[src/rtl/dsp_bus_num_writeback_pkg.sv]
// dsp_bus_num_writeback_pkg: constants and FSM state type shared by the DSP bus-number snooper and writeback blocks
package dsp_bus_num_writeback_pkg;
    localparam logic [9:0] PRI_BUS_NUM_REG_ADDR = 10'h6;
    localparam logic [3:0] PRI_BUS_BYTE_LANE    = 4'b0001;
    typedef enum logic [2:0] {
        WB_IDLE, WB_REQ, WB_WRITE, WB_READ, WB_CHECK, WB_DONE, WB_ERROR
    } wb_state_t;
endpackage

[src/rtl/dsp_bus_num_writeback.sv]
// dsp_bus_num_writeback: writes the USP secondary bus number into the DSP primary bus number register and verifies it
module dsp_bus_num_writeback
    import dsp_bus_num_writeback_pkg::*;
#(
    parameter logic [15:0] FUNC_NUM       = 16'd0,
    parameter int          TIMEOUT_CYCLES = 1024,
    parameter int          MAX_RETRIES    = 3
) (
    input  logic        dsp_user_clk,
    input  logic        sys_reset_n,
    input  logic        usp_bus_num_rdy_dsp_domain,
    input  logic [7:0]  usp_sec_bus,
    input  logic        wb_gnt,
    input  logic        dsp_cfg_mgmt_read_write_done,
    input  logic [31:0] dsp_cfg_mgmt_read_data,
    output logic        wb_req,
    output logic        dsp_cfg_mgmt_write,
    output logic        dsp_cfg_mgmt_read,
    output logic [9:0]  dsp_cfg_mgmt_addr,
    output logic [15:0] dsp_cfg_mgmt_function_number,
    output logic [31:0] dsp_cfg_mgmt_write_data,
    output logic [3:0]  dsp_cfg_mgmt_byte_enable,
    output logic        writeback_done,
    output logic        writeback_error
);
    localparam int TW = $clog2(TIMEOUT_CYCLES);
    localparam int AW = (MAX_RETRIES > 0) ? $clog2(MAX_RETRIES + 1) : 1;

    wb_state_t     state_q;
    logic [7:0]    target_q, rd_q;
    logic          valid_q, abort_q, write_q, read_q, req_q, done_q, err_q;
    logic [TW-1:0] tmo_q;
    logic [AW-1:0] att_q;
    logic          start, in_acc, tmo_hit, lost, quit, fail;
    logic          unused_rd_hi;

    assign unused_rd_hi = ^dsp_cfg_mgmt_read_data[31:8];
    assign start   = usp_bus_num_rdy_dsp_domain && (!valid_q || usp_sec_bus != target_q);
    assign in_acc  = state_q == WB_WRITE || state_q == WB_READ;
    assign tmo_hit = tmo_q == TW'(TIMEOUT_CYCLES - 1);
    assign lost    = abort_q || !usp_bus_num_rdy_dsp_domain || !wb_gnt;
    assign quit    = in_acc && lost && (dsp_cfg_mgmt_read_write_done || tmo_hit);
    assign fail    = (in_acc && !dsp_cfg_mgmt_read_write_done && tmo_hit) ||
                     (state_q == WB_CHECK && rd_q != target_q);

    assign wb_req                       = req_q;
    assign dsp_cfg_mgmt_write           = write_q;
    assign dsp_cfg_mgmt_read            = read_q;
    assign dsp_cfg_mgmt_addr            = (write_q || read_q) ? PRI_BUS_NUM_REG_ADDR : '0;
    assign dsp_cfg_mgmt_function_number = (write_q || read_q) ? FUNC_NUM : '0;
    assign dsp_cfg_mgmt_write_data      = write_q ? {24'h0, target_q} : '0;
    assign dsp_cfg_mgmt_byte_enable     = write_q ? PRI_BUS_BYTE_LANE : '0;
    assign writeback_done               = done_q;
    assign writeback_error              = err_q;

    // Sequencer: latch target, arbitrate, write, read back, compare, retry; an in-flight access is never cut short
    always_ff @(posedge dsp_user_clk or negedge sys_reset_n) begin
        if (!sys_reset_n) begin
            state_q  <= WB_IDLE;
            target_q <= '0;
            rd_q     <= '0;
            valid_q  <= 1'b0;
            abort_q  <= 1'b0;
            write_q  <= 1'b0;
            read_q   <= 1'b0;
            req_q    <= 1'b0;
            done_q   <= 1'b0;
            err_q    <= 1'b0;
            tmo_q    <= '0;
            att_q    <= '0;
        end else if (quit) begin
            write_q <= 1'b0;
            read_q  <= 1'b0;
            req_q   <= 1'b0;
            valid_q <= 1'b0;
            state_q <= WB_IDLE;
        end else if (fail) begin
            write_q <= 1'b0;
            read_q  <= 1'b0;
            if (att_q < AW'(MAX_RETRIES)) begin
                att_q   <= att_q + AW'(1);
                state_q <= WB_REQ;
            end else begin
                req_q   <= 1'b0;
                err_q   <= 1'b1;
                state_q <= WB_ERROR;
            end
        end else begin
            case (state_q)
                WB_IDLE, WB_DONE, WB_ERROR: if (start) begin
                    target_q <= usp_sec_bus;
                    valid_q  <= 1'b1;
                    att_q    <= '0;
                    done_q   <= 1'b0;
                    err_q    <= 1'b0;
                    req_q    <= 1'b1;
                    state_q  <= WB_REQ;
                end
                WB_REQ: if (!usp_bus_num_rdy_dsp_domain) begin
                    req_q   <= 1'b0;
                    valid_q <= 1'b0;
                    state_q <= WB_IDLE;
                end else if (wb_gnt) begin
                    write_q <= 1'b1;
                    tmo_q   <= '0;
                    abort_q <= 1'b0;
                    state_q <= WB_WRITE;
                end
                WB_WRITE: begin
                    tmo_q   <= tmo_q + TW'(1);
                    abort_q <= lost;
                    if (dsp_cfg_mgmt_read_write_done) begin
                        write_q <= 1'b0;
                        read_q  <= 1'b1;
                        tmo_q   <= '0;
                        state_q <= WB_READ;
                    end
                end
                WB_READ: begin
                    tmo_q   <= tmo_q + TW'(1);
                    abort_q <= lost;
                    if (dsp_cfg_mgmt_read_write_done) begin
                        read_q  <= 1'b0;
                        rd_q    <= dsp_cfg_mgmt_read_data[7:0];
                        state_q <= WB_CHECK;
                    end
                end
                WB_CHECK: begin
                    done_q  <= 1'b1;
                    req_q   <= 1'b0;
                    state_q <= WB_DONE;
                end
                default: state_q <= WB_IDLE;
            endcase
        end
    end
endmodule

[config.mk]
export PLATFORM = sky130hd
export DESIGN_NAME = dsp_bus_num_writeback
export DESIGN_NICKNAME = d
export VERILOG_FILES = /design/src/rtl/dsp_bus_num_writeback_pkg.sv /design/src/rtl/dsp_bus_num_writeback.sv
export SDC_FILE = /design/constraint.sdc
export NUM_CORES = 1
export LEC_CHECK = 0
export ABC_CLOCK_PERIOD_IN_PS = 3000
export BUFFER_PORTS_ARGS = -buffer_cell sky130_fd_sc_hd__buf_2
export CAP_MARGIN = 5
export CORE_ASPECT_RATIO = 1.1
export CORE_MARGIN = 2
export CORE_UTILIZATION = 42
export CTS_CLUSTER_SIZE = 24
export DETAILED_ROUTE_END_ITERATION = 10
export PLACE_DENSITY = 0.71
export SLEW_MARGIN = 40
export SYNTH_ARGS = -nofsm -noshare
export SYNTH_HDL_FRONTEND = slang
export SYNTH_SLANG_ARGS = --single-unit
[constraint.sdc]
create_clock -name dsp_user_clk -period 3 [get_ports dsp_user_clk]
set_clock_uncertainty 0.2 [all_clocks]
set_input_delay 0 -clock dsp_user_clk [delete_from_list [all_inputs] [get_ports dsp_user_clk]]
set_output_delay 0 -clock dsp_user_clk [all_outputs]
set_load 0.02 [all_outputs]
==> impl_summary.log, run 1 <==
[metrics] global-route total usage across every layer: 16.5%
[metrics] Period Utilization, post-route: 78.2%
[metrics] kind of end point of the critical path: flip-flop
[metrics] max-capacitance violation count: 0
[metrics] highest net fanout along the worst path: 13
[metrics] Crit path arrival time: 2.34 ns
[metrics] Final Routed Wirelength: 5.73 mm
[metrics] Switching Fraction: 40.3%
[metrics] relative slew slack: 53.6%
[metrics] deepest clock path buffer count: 2
[metrics] global placer's final weighted congestion: 0.862
[metrics] routed len/inst: 13.6 um
[metrics] number of vias per cell: 4.99
[metrics] clock network latency to the later pin of the worst-skew pair: 0.30 ns
[metrics] Compound-Gate Fraction of Synth Area: 14.1%
[metrics] worst path cell trace: ha_1 -> and4_1 -> and3_4 -> a311o_1 -> o41ai_1
[metrics] area delta synth->final: 13.3%
[metrics] pin count of the biggest net entering global routing: 39
[metrics] global-route wire length before repair: 9.16 mm
[metrics] Yosys top cell area share: 35.1%
[metrics] CP required: 3.00 ns
[metrics] Post-synth top cells: 55 x buf_4, 38 x dfrtp_1, 16 x mux2_2, 16 x o21ai_0, 16 x xnor2_1
[metrics] leading area contributor after synthesis: dfrtp_1
[metrics] number of routed nets with antenna violations: 0
[metrics] Total Die Area: 7110 sq um
[metrics] worst vdd ir: 0.444 mV
[metrics] first-iteration detailed-routing DRC count: 129
[metrics] buffer and inverter count on the worst path: 0
[metrics] clock tree from TritonCTS: done
[metrics] Setup Total Neg Slack: 0 ns
[metrics] vias in the first global route: 1912
[metrics] setup repair after global routing missed its margin: no
[metrics] count of flip-flops with a built-in enable after synthesis: 0
[metrics] total number of clock tree sinks: 38
[metrics] Worst Setup Slack post-DPL: 0.667 ns
[metrics] cell with the biggest individual delay on the critical path: a311o_1
[metrics] floorplan die width: 80.6 um
[metrics] number of buffers added by the clock tree synthesis step: 5
[metrics] port buffer count: 36
[metrics] total number of nets in the final design: 386
[metrics] root buffer cell: clkbuf_8
[metrics] cell family with most CP delay: compound AO/OA/AOI/OAI gates
[metrics] worst-case setup margin in the final layout: 0.655 ns
[metrics] antenna violations before repair: 0
[metrics] parity-gate share of the synthesized area counting xor and xnor cells: 5.50%
[metrics] H-tree Lvls: 2
[metrics] fraction of synthesized area in multiplexers: 9.10%
[metrics] DRT Pass-1 Iters: 4
[metrics] diode insertion count for antenna repair: 0
[metrics] PwrDens: 882 nW/um^2
[metrics] most repeated cell in the gate-level netlist after synthesis: buf_4
[metrics] clock share of power: 20.3%
[metrics] total power consumption of the routed design: 2710 uW
[metrics] critical path class: reg -> reg
[metrics] cell types with the largest area share after synthesis: dfrtp_1 35%, buf_4 15%, mux2_2 6.7%, xnor2_1 5.2%, o21ai_0 3.0%
[metrics] dominant combinational cell family by area after synthesis: buffers and inverters
[metrics] Hold Crit Class: in -> async
[metrics] count of cell types in the netlist: 51
[metrics] Non-Filler Cell Area, Final: 3070 sq um
[metrics] static power due to leakage: 0.00143 uW
[metrics] Placement Rows: 30
[metrics] post-synthesis cell count: 288
[metrics] clk slew on worst S/H paths: 0.08 ns
[metrics] number of synthesized register bits: 38
[metrics] startpoint class of the critical path: flip-flop
[metrics] final hold violation count: 0
[metrics] Least-Margin Pin Slew: 0.691 ns
[metrics] num ports: 112
[metrics] Yosys warning count: 0
[metrics] slowest stage delay, CP: 0.51 ns
[metrics] simple-gate portion of the synthesized area: 16.7%
[metrics] adder and majority gate portion of the synthesized area: 0.924%
[metrics] share of cells above drive strength 1: 20.9%
[metrics] DP Area: 2730 sq um
[metrics] Most used DFF post-synth: dfrtp_1
[metrics] vias after detailed routing: 2097
[metrics] overflow left after global routing: 0
[metrics] Starting Density: 43.7%
[metrics] cell area after synthesis: 2710 sq um
[metrics] proportion of power drawn by combinational gates: 45.8%
[metrics] HPWL after DPL: 3.92 mm
[metrics] FMAX: 426 MHz
[metrics] Max Transition Viols Final: 0
[metrics] run status: finished clean
[metrics] fraction of power consumed by sequential logic: 34.0%
[metrics] part of the Yosys area used for sequential elements: 35.1%
[metrics] Finish-stage setup viols: 0
[metrics] internal power of the cells: 1620 uW
[metrics] area inside the core boundary: 6190 sq um
[metrics] PostCTS Resize Cnt: 0
[metrics] height of the chip: 88.2 um
[metrics] shortest period the worst path allows: 2.34 ns
[metrics] Avg Synthesized Cell Area: 9.40 sq um
[metrics] DRC violation count after routing: 0
[metrics] async set-reset flop share out of synthesis: 100%
[metrics] reported net switching power: 1090 uW
-- repair_timing --
item,CTS,global route
hold buffers,20,0
endpoints found under the hold margin,58,0
buffers inserted,0,0
-- layer usage --
layer	share of wire, %	vias to the layer above	wire (um)	GRT usage [%]
met2	50	85	2860	27.3
met4	2.8	0	158	7.09
met5	0	-	0	0
met1	42	983	2430	21.8
li1	-	1017	-	-
met3	5.0	12	288	2.35
-- cell type report --
cell class              instances  area (sq um)
inverters                      10          37.5
well taps                      80           100
clock inverters                 2          60.1
fillers                       575          3130
flip-flops and latches         38           951
clock buffers                   6          82.6
multi-input cells             227          1450
repair buffers                 57           390
-- power by group through the flow --
| stage | Combinational [uW] | Sequential, uW | Clock, uW |
|---|---|---|---|
| 2_1_floorplan | 1070 | 860 | 0 |
| 3_3_place_gp | 1180 | 915 | 0 |
| 3_5_place_dp | 1210 | 925 | 0 |
| 4_1_cts | 1230 | 915 | 559 |
| 5_1_grt | 1360 | 952 | 581 |
| 6_report | 1240 | 919 | 549 |
-- cells by family (layout without fill, tap and decap cells) --
| family | after synthesis | after routing |
|---|---|---|
| simple gates | 76 | 76 |
| buf+inv | 73 | 75 |
| compound gates | 59 | 59 |
| flops | 38 | 38 |
| mux | 22 | 22 |
| xor+xnor | 17 | 17 |
| fa+ha+maj | 2 | 2 |
| other cells | 1 | 51 |
-- cells in the final DEF, fill, tap and decap left out, types with 3 or more instances in the layout --
cell            n
a21oi_1        10
a31oi_1         4
and2_1         12
and3_1          3
and4_1          3
buf_2          35
clkbuf_8        6
conb_1         51
dfrtp_1        38
dlygate4sd3_1  20
inv_1          10
mux2_2         16
mux2i_1         4
nand2_1        15
nand2b_1        4
nand3_1        10
nand4_1         7
nor2_1          7
nor2b_1         3
o211ai_1        4
o21ai_0        16
o31ai_1         7
xnor2_1        16
-- registers in the layout (all words and copies together), names as in the netlist, 2 cells and up --
signal and cells:
rd_q 8, target_q 8, tmo_q 10, att_q 2
state_q 3
-- stage by stage --
step                utilization [%]  hold WS [ns]  cells
floorplan                         -        -0.496    338
global placement               44.0       -0.0414    392
detailed placement             44.0        -0.197    392
CTS                            49.5        0.0160    420
global route                   49.5        0.0632    420
finish                         49.5       0.00446    420
-- path summary, 6_finish.rpt --
path / cells after the start / to / start / slack [ns]
worst min-delay path: 2 / tmo_q[9] / sys_reset_n / 0.004
worst max-delay path: 5 / tmo_q[8] / tmo_q[0] / 0.66
worst min register to register: 1 / tmo_q[9] / tmo_q[9] / 0.28
max in group asynchronous: 2 / target_q[1] / sys_reset_n / 2.25
min in group dsp_user_clk: 3 / rd_q[6] / dsp_cfg_mgmt_read_data[6] / 0.27
worst max register to register: 5 / tmo_q[8] / tmo_q[0] / 0.66
Note: power is estimated with default switching activity, not from simulation.
==> run 2: changes to the inputs <==
- ABC_AREA: unset -> 1
- ABC_CLOCK_PERIOD_IN_PS: 3000 -> 2150
- PLACE_DENSITY: 0.71 -> 0.74
- clock period: 3 -> 2.15 ns (I/O delays scaled with it)
==> run 2 against run 1 <==
Setup slack worse by 0.50 ns. Non-clock buffer count is 7 higher. Cell count is 27% higher. Hold slack better by 0.0075 ns. Clock-buffer cell count is 1 higher. First-iteration DRC count is 1.6% lower. Design area is 5.1% higher. Die area is 3.8% higher. Wire length is 2.9% lower. Register-to-register slack worse by 0.50 ns. Largest cell class unchanged. Highest routed layer unchanged.
==> impl_summary.log, run 2 <==
[metrics] register ranked first by flip-flop count: tmo_q
[metrics] Finish-stage setup viols: 0
[metrics] reported net switching power: 1830 uW
[metrics] area inside the core boundary: 6560 sq um
[metrics] Final Routed Wirelength: 5.56 mm
[metrics] Least-Margin Pin Slew: 0.504 ns
[metrics] global-route total usage across every layer: 16.3%
[metrics] kind of end point of the critical path: flip-flop
[metrics] clk slew on worst S/H paths: 0.08 ns
[metrics] leading area contributor after synthesis: dfrtp_1
[metrics] most repeated cell in the gate-level netlist after synthesis: nand2_1
[metrics] deepest clock path buffer count: 2
[metrics] Switching Fraction: 47.8%
[metrics] commonest cells after routing, fill and taps aside: 121 x nand2_1, 51 x conb_1, 40 x inv_1
[metrics] vias in the first global route: 2173
[metrics] placed cells: 504
[metrics] Setup Total Neg Slack: 0 ns
[metrics] async set-reset flop share out of synthesis: 100%
[metrics] Yosys warning count: 0
[metrics] Total Die Area: 7380 sq um
[metrics] Avg Synthesized Cell Area: 7.22 sq um
[metrics] FMAX: 501 MHz
[metrics] clock share of power: 13.4%
[metrics] relative slew slack: 66.4%
[metrics] cell area after synthesis: 2820 sq um
[metrics] shortest period the worst path allows: 2.00 ns
[metrics] share of cells above drive strength 1: 19.9%
[metrics] most common cell after layout, fill and taps aside: nand2_1
[metrics] diode insertion count for antenna repair: 0
[metrics] DRC violation count after routing: 0
[metrics] DRT Pass-1 Iters: 4
[metrics] post-synthesis cell count: 390
[metrics] count of cell types in the netlist: 39
[metrics] static power due to leakage: 0.00176 uW
[metrics] Yosys top cell area share: 33.8%
[metrics] run status: finished clean
[metrics] cell types with the largest area share after synthesis: dfrtp_1 34%, nand2_1 16%, buf_4 14%, inv_1 5.3%, o21ai_0 3.6%
[metrics] port buffer count: 36
[metrics] number of buffers added by the clock tree synthesis step: 5
[metrics] routed len/inst: 10.4 um
[metrics] final core occ: 49.2%
[metrics] clock tree from TritonCTS: done
[metrics] top layer reached by signal wires: met4
[metrics] Largest regs: tmo_q: 10 flops, rd_q: 8 flops, target_q: 8 flops
[metrics] total number of clock tree sinks: 38
[metrics] flip-flop count of the largest register, all copies and words added: 10
[metrics] num ports: 112
[metrics] Detail Route met3 WL: 253 um
[metrics] worst vdd ir: 0.476 mV
[metrics] Post-synth top cells: 121 x nand2_1, 54 x buf_4, 40 x inv_1
[metrics] antenna violations before repair: 0
[metrics] height of the chip: 89.9 um
[metrics] number of routed nets with antenna violations: 0
[metrics] final hold violation count: 0
[metrics] met2 WL post-DR: 2.77 mm
[metrics] overflow left after global routing: 0
[metrics] first-iteration detailed-routing DRC count: 127
[metrics] pin count of the biggest net entering global routing: 39
[metrics] DP Area: 2880 sq um
[metrics] number of vias per cell: 4.47
[metrics] area delta synth->final: 14.5%
[metrics] global-route wire length before repair: 9.63 mm
[metrics] highest net fanout along the worst path: 4
[metrics] floorplan die width: 82.1 um
[metrics] Non-Filler Cell Area, Final: 3230 sq um
[metrics] count of flip-flops with a built-in enable after synthesis: 0
[metrics] startpoint class of the critical path: flip-flop
[metrics] wire length the detailed router placed on met1: 2.49 mm
[metrics] proportion of power drawn by combinational gates: 54.0%
[metrics] Hold Crit Class: in -> async
[metrics] CP required: 2.13 ns
[metrics] internal power of the cells: 2000 uW
[metrics] part of the Yosys area used for sequential elements: 33.8%
[metrics] Crit path arrival time: 1.97 ns
[metrics] total number of nets in the final design: 499
[metrics] Period Utilization, post-route: 92.9%
[metrics] Most used DFF post-synth: dfrtp_1
[metrics] final standard cell count with taps included and fillers excluded: 535
[metrics] HPWL after DPL: 4.15 mm
[metrics] Placement Rows: 31
[metrics] vias after detailed routing: 2390
[metrics] max-capacitance violation count: 0
[metrics] number of synthesized register bits: 38
[metrics] H-tree Lvls: 2
[metrics] fraction of power consumed by sequential logic: 32.6%
[metrics] PwrDens: 1190 nW/um^2
[metrics] critical path class: reg -> reg
[metrics] Starting Density: 43.0%
[metrics] clock network latency to the later pin of the worst-skew pair: 0.29 ns
[metrics] Max Transition Viols Final: 0
[metrics] global placer's final weighted congestion: 0.833
[metrics] root buffer cell: clkbuf_8
run 2: path summary, 6_finish.rpt:
| path | startpoint | cells after the start | slack [ns] | to |
|---|---|---|---|---|
| max | tmo_q[0] | 11 | 0.15 | state_q[2] |
| min | sys_reset_n | 2 | 0.01 | writeback_error |
| max reg2reg | tmo_q[0] | 11 | 0.15 | state_q[2] |
| min reg2reg | writeback_error | 2 | 0.27 | writeback_error |
| max in group asynchronous | sys_reset_n | 2 | 1.38 | state_q[1] |
| min in group dsp_user_clk | dsp_cfg_mgmt_read_data[4] | 4 | 0.25 | rd_q[4] |
run 2: through the flow:
step                      hold slack [ns]  setup WS (ns)  power (uW)
after floorplan                    -0.496          0.276        2890
after CTS                          0.0359         0.0684        3820
final                              0.0119          0.153        3830
after global routing               0.0698      -0.000146        4240
after global placement            -0.0322          0.152        3190
after detailed placement           -0.191         0.0751        3260
run 2: kinds of logic (layout without fill, tap and decap cells):
family | after synthesis | in the layout | synth area share [%]
AO/OA/AOI/OAI | 43 | 43 | 9.55
AND/OR/NAND/NOR | 194 | 194 | 31.0
multiplexers | 1 | 1 | 0.533
buffers and inverters | 105 | 118 | 22.3
XOR/XNOR | 6 | 6 | 1.87
adder cells (fa/ha/maj) | 2 | 2 | 0.888
other | 1 | 51 | 0.133
flip-flops | 38 | 38 | 33.8
run 2: timing repair:
action	4_1_cts	5_1_grt
endpoints found under the hold margin	57	1
hold buffers	20	1
resized for setup	0	8
setup endpoints to repair	0	25
buffers inserted	0	2
run 2: power by group through the flow:
stage | Sequential [uW] | Combinational (uW) | Clock (uW)
6_report | 1250 | 2070 | 513
5_1_grt | 1290 | 2390 | 566
4_1_cts | 1240 | 2050 | 530
3_5_place_dp | 1260 | 2000 | 0
3_3_place_gp | 1240 | 1950 | 0
2_1_floorplan | 1220 | 1670 | 0
run 2: layout make-up:
class / instances / area, sq um
Fill cell: 636 / 3330
Multi-Input combinational cell: 297 / 1460
Sequential cell: 38 / 952
Timing Repair Buffer: 64 / 445
Inverter: 46 / 178
Tap cell: 82 / 103
Clock buffer: 7 / 86.3
Clock inverter: 1 / 5.00
run 2: routing by layer:
layer,track usage (%),vias up
met2,28.7,76
li1,-,1233
met4,2.92,0
met3,2.81,6
met1,20.7,1075
met5,0,-
run 2: worst max-delay path, cell delays in order (launching register included):
cell     delay [ns]
dfrtp_1        0.40
ha_2           0.21
nand2_1        0.12
nor2_4         0.15
nand2_1        0.07
nand2_1        0.07
nand2_2        0.08
buf_4          0.16
nand3_1        0.11
nand3_1        0.14
nand2_1        0.09
nand2_1        0.05
==> run 3: changes to the inputs <==
- CTS_BUF_LIST: unset -> sky130_fd_sc_hd__clkbuf_8
==> run 3 against run 2 <==
First-iteration DRC count decreased by 1.6%. Register-to-register slack is essentially flat. Wire length hardly changed. Clock power about the same. Critical path depth unchanged. Sequential share of layout area unchanged. Non-clock buffer count is the same. Flip-flop and latch count did not move. Hold slack lost 0.0018 ns. Highest routed layer unchanged.
==> impl_summary.log, run 3 (synthesis results as in run 2) <==
[metrics] vias after detailed routing: 2394
[metrics] reported net switching power: 1830 uW
[metrics] CP Capture Point: state_q[2]
[metrics] worst hold margin: 0.0101 ns
[metrics] total power consumption of the routed design: 3820 uW
[metrics] Crit path arrival time: 1.97 ns
[metrics] clock share of power: 13.3%
[metrics] register ranked first by flip-flop count: tmo_q
[metrics] relative slew slack: 66.5%
[metrics] global-route wire length before repair: 9.63 mm
[metrics] Worst Setup Slack post-DPL: 0.0751 ns
[metrics] Non-Filler Cell Area, Final: 3230 sq um
[metrics] total number of clock tree sinks: 38
[metrics] root buffer cell: clkbuf_8
[metrics] Switching Fraction: 47.8%
[metrics] worst vdd ir: 0.477 mV
[metrics] destination of the worst register-to-register timing path: state_q[2]
[metrics] run status: finished clean
[metrics] H-tree Lvls: 2
[metrics] total number of nets in the final design: 499
[metrics] Least-Margin Pin Slew: 0.502 ns
[metrics] final core occ: 49.2%
[metrics] PwrDens: 1190 nW/um^2
[metrics] proportion of power drawn by combinational gates: 54.0%
[metrics] flip-flop count of the largest register, all copies and words added: 10
[metrics] Period Utilization, post-route: 92.8%
[metrics] first-iteration detailed-routing DRC count: 125
[metrics] clk slew on worst S/H paths: 0.08 ns
[metrics] overflow left after global routing: 0
[metrics] shortest period the worst path allows: 2.00 ns
[metrics] global-route total usage across every layer: 16.3%
[metrics] area delta synth->final: 14.5%
[metrics] floorplan die width: 82.1 um
[metrics] height of the chip: 89.9 um
[metrics] Reg2Reg Depth: 11
[metrics] fraction of power consumed by sequential logic: 32.7%
[metrics] slowest stage delay, CP: 0.40 ns
[metrics] clock tree from TritonCTS: done
[metrics] diode insertion count for antenna repair: 0
[metrics] FMAX: 501 MHz
[metrics] Largest regs: tmo_q: 10 flops, rd_q: 8 flops, target_q: 8 flops
[metrics] Placement Rows: 31
[metrics] total of fill cells in the finished design: 636
[metrics] deepest clock path buffer count: 2
[metrics] Starting Density: 43.0%
[metrics] DRC violation count after routing: 0
[metrics] reg2reg start: tmo_q[0]
[metrics] number of buffers added by the clock tree synthesis step: 5
[metrics] most common cell after layout, fill and taps aside: nand2_1
[metrics] share of cells above drive strength 1: 19.9%
[metrics] area inside the core boundary: 6560 sq um
[metrics] worst-case setup margin in the final layout: 0.154 ns
[metrics] number of vias per cell: 4.47
[metrics] startpoint class of the critical path: flip-flop
[metrics] routed len/inst: 10.4 um
[metrics] clock network latency to the later pin of the worst-skew pair: 0.29 ns
[metrics] DP Area: 2880 sq um
[metrics] global placer's final weighted congestion: 0.833
[metrics] pin count of the biggest net entering global routing: 39
[metrics] cell family with most CP delay: simple AND/OR/NAND/NOR gates
[metrics] buffer and inverter count on the worst path: 1
[metrics] port buffer count: 36
[metrics] internal power of the cells: 2000 uW
[metrics] vias in the first global route: 2173
[metrics] DRT Pass-1 Iters: 4
[metrics] Stages on worst setup path: 11
[metrics] Final Routed Wirelength: 5.57 mm
[metrics] CP required: 2.13 ns
[metrics] cell with the biggest individual delay on the critical path: dfrtp_1
[metrics] number of routed nets with antenna violations: 0
[metrics] worst-case register-to-register setup slack: 0.15 ns
[metrics] Max Transition Viols Final: 0
[metrics] worst path cell trace: ha_2 -> nand2_1 -> nor2_4 -> nand2_1 -> nand2_1 -> nand2_2 -> buf_4 -> nand3_1 -> nand3_1 -> nand2_1 -> nand2_1
[metrics] final hold violation count: 0
[metrics] kind of end point of the critical path: flip-flop
[metrics] HPWL after DPL: 4.15 mm
[metrics] critical path class: reg -> reg
[metrics] max-capacitance violation count: 0
[metrics] num ports: 112
[metrics] Hold Crit Class: in -> async
[metrics] Finish-stage setup viols: 0
[metrics] Total Die Area: 7380 sq um
[metrics] static power due to leakage: 0.00176 uW
[metrics] commonest cells after routing, fill and taps aside: 121 x nand2_1, 51 x conb_1, 41 x inv_1
[metrics] source of the critical timing path: tmo_q[0]
[metrics] library cell appearing most often on the critical path: nand2_1
[metrics] highest net fanout along the worst path: 4
[metrics] antenna violations before repair: 0
run 3: power by group through the flow:
| stage | registers (uW) | logic, uW | clock network, uW |
|---|---|---|---|
| global route | 1290 | 2390 | 562 |
| finish | 1250 | 2070 | 510 |
| detailed placement | 1260 | 2000 | 0 |
| floorplan | 1220 | 1670 | 0 |
| CTS | 1240 | 2050 | 525 |
| global placement | 1240 | 1950 | 0 |
run 3: final cells by class:
type	count	area [sq um]	share of cell area, %
multi-input cells	297	1460	45.2
flip-flops and latches	38	952	29.5
repair buffers	64	445	13.8
inverters	46	178	5.51
well taps	82	103	3.18
clock buffers	6	82.6	2.56
clock inverters	2	8.76	0.272
run 3: worst min path at each step:
stage / start / end / slack (ns) / cells past startpoint
floorplan: sys_reset_n / abort_q / -0.50 / 0
global placement: sys_reset_n / state_q[2] / -0.03 / 1
detailed placement: sys_reset_n / state_q[0] / -0.19 / 1
CTS: sys_reset_n / tmo_q[1] / 0.04 / 2
global route: sys_reset_n / tmo_q[2] / 0.07 / 2
finish: sys_reset_n / writeback_error / 0.01 / 2
run 3: worst register-to-register path: cells and delay by family (launching register included):
| family | cells | cell delay [ns] |
|---|---|---|
| flops | 1 | 0.40 |
| simple gates | 9 | 0.90 |
| buf+inv | 1 | 0.16 |
| fa+ha+maj | 1 | 0.21 |
run 3: repair_timing:
action / CTS / global route
endpoints found under the hold margin: 57 / 1
buffers inserted: 0 / 2
endpoints found under the setup margin: 0 / 25
hold buffers: 20 / 1
gates resized for setup: 0 / 8
run 3: per-stage QoR:
| stage | instances | setup TNS (ns) |
|---|---|---|
| CTS | 532 | 0 |
| detailed placement | 504 | 0 |
| floorplan | 440 | 0 |
| global placement | 504 | 0 |
| finish | 535 | 0 |
| global route | 535 | -0.000146 |
run 3: metal layers:
layer | track usage (%) | vias to the layer above | share of wire (%)
li1 | - | 1231 | -
met1 | 20.7 | 1074 | 44
met2 | 28.7 | 84 | 50
met3 | 2.81 | 5 | 4.8
met4 | 2.92 | 0 | 0.79
met5 | 0 | - | 0
